--- src/rtl/regfile_write_arbiter.sv ---
`timescale 1ns/1ps
`default_nettype none
// ============================================================================
//  Module   : regfile_write_arbiter
//  Purpose  : Two-source (ALU / MEM) round-robin arbiter feeding the single
//             register-file write port through per-source FIFOs.
//             Optional pending-write mask enabled by REGWR_PENDING_EN.
//  Revision : 1.0  initial release
// ============================================================================
module regfile_write_arbiter #(
    parameter int DATA_WIDTH = 32,
    parameter int FIFO_DEPTH = 2
) (
    input  logic                  clk,
    input  logic                  rst_n,
    input  logic                  alu_valid,
    output logic                  alu_ready,
    input  logic [4:0]            alu_addr,
    input  logic [DATA_WIDTH-1:0] alu_data,
    input  logic                  mem_valid,
    output logic                  mem_ready,
    input  logic [4:0]            mem_addr,
    input  logic [DATA_WIDTH-1:0] mem_data,
    input  logic                  wr_hold,
    output logic                  reg_write,
    output logic [4:0]            write_register,
    output logic [DATA_WIDTH-1:0] write_data,
    output logic                  wr_src,
    output logic [31:0]           pending
);

    localparam int   PTR_W     = $clog2(FIFO_DEPTH);
    localparam int   CNT_W     = PTR_W + 1;
    localparam logic c_SRC_ALU = 1'b0;
    localparam logic c_SRC_MEM = 1'b1;

    // Index 0 is the ALU source, index 1 the MEM source.
    logic [1:0]                 w_pushValid;
    logic [1:0][4:0]            w_pushAddr;
    logic [1:0][DATA_WIDTH-1:0] w_pushData;
    logic [1:0]                 w_full;
    logic [1:0]                 w_empty;
    logic [1:0]                 w_pop;
    logic [1:0][4:0]            w_headAddr;
    logic [1:0][DATA_WIDTH-1:0] w_headData;
`ifdef REGWR_PENDING_EN
    logic [1:0][31:0]           w_fifoPend;
`endif

    assign w_pushValid = {mem_valid, alu_valid};
    assign w_pushAddr  = {mem_addr, alu_addr};
    assign w_pushData  = {mem_data, alu_data};

    generate
        for (genvar i = 0; i < 2; i++) begin : g_fifo
            logic [4:0]            r_addrMem [FIFO_DEPTH];
            logic [DATA_WIDTH-1:0] r_dataMem [FIFO_DEPTH];
            logic [PTR_W-1:0]      r_wrPtr;
            logic [PTR_W-1:0]      r_rdPtr;
            logic [CNT_W-1:0]      r_count;
            logic                  w_push;

            // Full blocks a push even if the same cycle pops, so ready stays purely registered.
            assign w_full[i]     = (r_count == CNT_W'(FIFO_DEPTH));
            assign w_empty[i]    = (r_count == '0);
            assign w_push        = w_pushValid[i] && !w_full[i];
            assign w_headAddr[i] = r_addrMem[r_rdPtr];
            assign w_headData[i] = r_dataMem[r_rdPtr];

            always_ff @(posedge clk) begin
                if (w_push) begin
                    r_addrMem[r_wrPtr] <= w_pushAddr[i];
                    r_dataMem[r_wrPtr] <= w_pushData[i];
                end
            end

            always_ff @(posedge clk or negedge rst_n) begin
                if (!rst_n) begin
                    r_wrPtr <= '0;
                    r_rdPtr <= '0;
                    r_count <= '0;
                end else begin
                    if (w_push) begin
                        r_wrPtr <= r_wrPtr + PTR_W'(1);
                    end
                    if (w_pop[i]) begin
                        r_rdPtr <= r_rdPtr + PTR_W'(1);
                    end
                    case ({w_push, w_pop[i]})
                        2'b10:   r_count <= r_count + CNT_W'(1);
                        2'b01:   r_count <= r_count - CNT_W'(1);
                        default: r_count <= r_count;
                    endcase
                end
            end

`ifdef REGWR_PENDING_EN
            logic [31:0] w_pendLocal;

            // A slot is live when its distance from the read pointer is below the occupancy.
            always_comb begin
                w_pendLocal = '0;
                for (int s = 0; s < FIFO_DEPTH; s++) begin
                    if ({1'b0, PTR_W'(PTR_W'(s) - r_rdPtr)} < r_count) begin
                        w_pendLocal[r_addrMem[s]] = 1'b1;
                    end
                end
            end

            assign w_fifoPend[i] = w_pendLocal;
`endif
        end
    endgenerate

    logic                  w_grant;
    logic                  w_grantMem;
    logic [4:0]            w_selAddr;
    logic [DATA_WIDTH-1:0] w_selData;
    logic                  r_lastGrant;
    logic                  r_regWrite;
    logic [4:0]            r_writeRegister;
    logic [DATA_WIDTH-1:0] r_writeData;
    logic                  r_wrSrc;

    assign w_grant    = !wr_hold && (!w_empty[0] || !w_empty[1]);
    assign w_grantMem = (!w_empty[0] && !w_empty[1]) ? (r_lastGrant == c_SRC_ALU) : w_empty[0];
    assign w_pop      = {w_grant && w_grantMem, w_grant && !w_grantMem};
    assign w_selAddr  = w_grantMem ? w_headAddr[1] : w_headAddr[0];
    assign w_selData  = w_grantMem ? w_headData[1] : w_headData[0];

    always_ff @(posedge clk or negedge rst_n) begin
        if (!rst_n) begin
            r_lastGrant     <= c_SRC_MEM;
            r_regWrite      <= 1'b0;
            r_writeRegister <= '0;
            r_writeData     <= '0;
            r_wrSrc         <= c_SRC_ALU;
        end else begin
            r_regWrite <= w_grant && (w_selAddr != 5'd0);
            if (w_grant) begin
                r_lastGrant <= w_grantMem;
                r_wrSrc     <= w_grantMem;
                // r0 entries are swallowed: the port keeps its last address and data.
                if (w_selAddr != 5'd0) begin
                    r_writeRegister <= w_selAddr;
                    r_writeData     <= w_selData;
                end
            end
        end
    end

    assign alu_ready      = !w_full[0];
    assign mem_ready      = !w_full[1];
    assign reg_write      = r_regWrite;
    assign write_register = r_writeRegister;
    assign write_data     = r_writeData;
    assign wr_src         = r_wrSrc;

`ifdef REGWR_PENDING_EN
    logic [31:0] w_pend;

    always_comb begin
        w_pend = w_fifoPend[0] | w_fifoPend[1];
        if (r_regWrite) begin
            w_pend[r_writeRegister] = 1'b1;
        end
        w_pend[0] = 1'b0;
    end

    assign pending = w_pend;
`else
    assign pending = '0;
`endif

endmodule
`default_nettype wire
--- config.mk ---
export PLATFORM = sky130hd
export DESIGN_NAME = regfile_write_arbiter
export DESIGN_NICKNAME = d
export VERILOG_FILES = /design/src/rtl/regfile_write_arbiter.sv
export SDC_FILE = /design/constraint.sdc
export NUM_CORES = 1
export LEC_CHECK = 0
export BUFFER_PORTS_ARGS = -buffer_cell sky130_fd_sc_hd__buf_2
export CAP_MARGIN = 15
export CORE_MARGIN = 8
export CORE_UTILIZATION = 59
export DETAILED_ROUTE_END_ITERATION = 6
export GPL_TIMING_DRIVEN = 0
export PLACE_DENSITY_LB_ADDON = 0.08
export SLEW_MARGIN = 0
export SYNTH_ARGS = -nofsm -noshare
export SYNTH_HDL_FRONTEND = slang
export SYNTH_SLANG_ARGS = --single-unit
--- constraint.sdc ---
create_clock -name clk -period 5.3 [get_ports clk]
set_input_delay 1.325 -clock clk [delete_from_list [all_inputs] [get_ports clk]]
set_output_delay 1.325 -clock clk [all_outputs]
set_load 0.005 [all_outputs]
==> results.md <==
* Status: finished clean
* Global Route met2 Usage at roughly 31%
* Worst R2R Start: r_lastGrant
* Total CTS buffers at 17
* Postcts setup bufs at 0
* Period utilization at about 52%
* Worst path top cell family by delay: compound AO/OA/AOI/OAI gates
* RSZ-0062 raised after global routing: false
* Via count at roughly 4,200
* Synth Register Bits at 196
* MaxCap Viol Count at 0
* Via density at approximately 5.2
* CP cell instances: buf_2 > or2_2 > a221oi_4 > buf_6 > mux2_1
* Slowest Stage Delay on Critical Path at between 0.6 and 0.7 ns
* CP endpoint kind: flip-flop
* Fin cells at around 810
* Top_reg_cell synth: edfxtp_1
* Synth async-reset ratio at about a quarter
* Starting DRT DRC Count at between 200 and 300
* Io pins at between 150 and 200
* Number of synthesized flops with an enable pin at around 150
* Final Critical Period at 2.74 ns
* Sequential-to-total area share from yosys stat at 71.9%
* Final setup TNS at 0 ns
* Avg WL per Cell at between 15 and 20 um
* Met3 usage at 5.83%
* Crit path kind: input port to flip-flop
* Initial antenna violation count at 0
* Port Buffers at 119
* Clock tree from TritonCTS: built
* Core ar. at about 13,000 um2
* Post-layout nets at between 600 and 700
* Clk Latency, worst-skew pair at between 0.4 and 0.5 ns
* Largest net degree at the start of global routing at 33
* Setup WS pre-CTS at 2.11 ns
* Max Freq at 364 MHz
* Most frequent cells in the layout: edfxtp_1 (148), buf_2 (125), mux2i_1 (109), dfrtp_1 (47), buf_4 (33)
* Setup Skew at about 0.012 ns
* Row count at between 40 and 50
* Final setup fails at 0
* Syn Area/Cell at approximately 18 um2
* Layer with the highest usage: met2
* Crit path required time at 5.60 ns
* Hold Crit Class: flip-flop to flip-flop
* CP Buf/Inv Count at 2
* Synth warn at 0
* Critical path peak fanout at 10
* Area Overhead vs Synth at 20.7%
* VDD IR-drop max at around 0.42 mV
* GR Layer Usage met1 at 22.5%
* Crit path DAT at about 3 ns
* Clk root buf: clkbuf_16
* Startpoint types: input port
* Vias in the first global route at about 4,600
* Hold Vio Cnt, Final at 0
* Die W at around 130 um
* Clk slew on worst S/H paths at about 0.070 ns
* Measured slew at the worst slew-check pin at ~0.89 ns
* Slew HR at between 40 and 50%
* Commonest non-fill, non-tap cell in the layout: edfxtp_1
* Post-CTS resize count at 0
* Final WL at between 15 and 20 mm
* First-pass DRT Iterations at 4
* Post-synthesis cell area at between 7000 and 8000 um2
* Pwr dens at 564 nW/um2
* Share of layout cells above drive strength 1 at 34.6%
* Yosys cell types at 35
* Leak pwr at a little under 4 nW
* Initial Util at between 50% and 60%
* CP max-delay cell: a221oi_4
* Cells after Synth at ~440
* Critical path origin: wr_hold
* Slew Limit Fails at 0
* GP Congestion at ~0.75
* HPWL Detailed at about 11 mm
* Post-CTS Hold Buffers at 0
* HP Start: write_data[23]
* Congestion Overflow GR at 0
* Chip height at 131 um
* Gr usage total at between 10% and 20%
* Inst Count DP at between 700 and 800
* Setup slack after layout at ~2.6 ns
* DRT antenna net count at 0
* Clk sink count at between 150 and 200
* Die area at approximately 17,000 um2
* First-pass GRT wire length at 24.7 mm
* Clock buffer depth at 2
* Max H-tree Level at 4
* Drt drc at 0
[synth_stat cells, types with 2 or more instances]
library cell	n	area share, %
buf_4	33	3.2
xor2_1	4	0.45
xnor2_1	6	0.67
nor4_1	2	0.16
buf_1	3	0.14
or2_2	2	0.16
o22ai_1	2	0.16
clkbuf_1	3	0.14
mux2_2	14	2.0
buf_6	3	0.43
edfxtp_1	148	57
or4_1	2	0.19
o21ai_0	2	0.13
ha_1	2	0.32
mux2_1	22	3.2
mux2i_1	109	14
inv_1	2	0.096
buf_2	6	0.38
dfrtp_1	47	15
nand2_1	2	0.096
nand2b_1	3	0.24
nor2_1	12	0.57
and3_1	2	0.16
[per-layer routing]
| layer | wire length, um | up-vias |
|---|---|---|
| met3 | 889 | 8 |
| met4 | 124 | 0 |
| met1 | 6940 | 2104 |
| met5 | 0 | - |
| li1 | - | 1962 |
| met2 | 7900 | 129 |
[metrics by stage]
step | area, um2 | hold slack, ns | power [mW] | utilization (%)
floorplan | 7970 | 0.461 | 3.52 | -
global placement | 8780 | 0.462 | 4.05 | 66.8
detailed placement | 8900 | 0.469 | 4.16 | 67.7
CTS | 9470 | 0.484 | 5.39 | 72.0
global route | 9470 | 0.515 | 5.61 | 72.0
finish | 9470 | 0.480 | 5.34 | 72.1
[power breakdown]
part	internal, mW	total (mW)	switching (mW)
logic	0.822	1.75	0.930
clock network	0.693	1.24	0.543
registers	2.16	2.35	0.187
total	3.68	5.34	1.66
[sequential cells by signal, summed over array words and instances (netlist names)]
name and flops:
g_fifo.r_addrMem 20, write_register 5, g_fifo.r_rdPtr 2, r_lastGrant 1, write_data 32, g_fifo.r_count 4
g_fifo.r_wrPtr 2, wr_src 1, reg_write 1, g_fifo.r_dataMem 128
[layout make-up]
class                   instances  area [um2]
inverters                       2        7.51
plain buffers                  48         334
multi-input cells             228        1990
clock inverters                13         134
fillers                       900        3670
repair buffers                124         696
flip-flops and latches        196        5650
diodes                          2        5.00
clock buffers                  19         433
well taps                     176         220
[cells by family (layout without fill, tap and decap cells)]
kind of cell | count (synthesis) | count (layout) | synth area share [%]
xor+xnor | 10 | 10 | 1.12
buf+inv | 50 | 206 | 4.35
flops | 196 | 196 | 71.9
other cells | 1 | 34 | 0.0478
fa+ha+maj | 2 | 2 | 0.319
mux | 145 | 145 | 19.1
compound gates | 10 | 10 | 1.28
simple gates | 29 | 29 | 1.88
[worst paths after layout]
| path | to | slack, ns | cells after the start |
|---|---|---|---|
| worst max-delay path | write_data[22] | 2.56 | 5 |
| worst min-delay path | write_data[23] | 0.48 | 1 |
| worst max register to register | write_data[22] | 2.74 | 6 |
| worst min register to register | write_data[23] | 0.48 | 1 |
| max in group asynchronous | r_lastGrant | 3.81 | 2 |
| min in group asynchronous | reg_write | 0.87 | 1 |
Note: power is estimated with default switching activity, not from simulation.
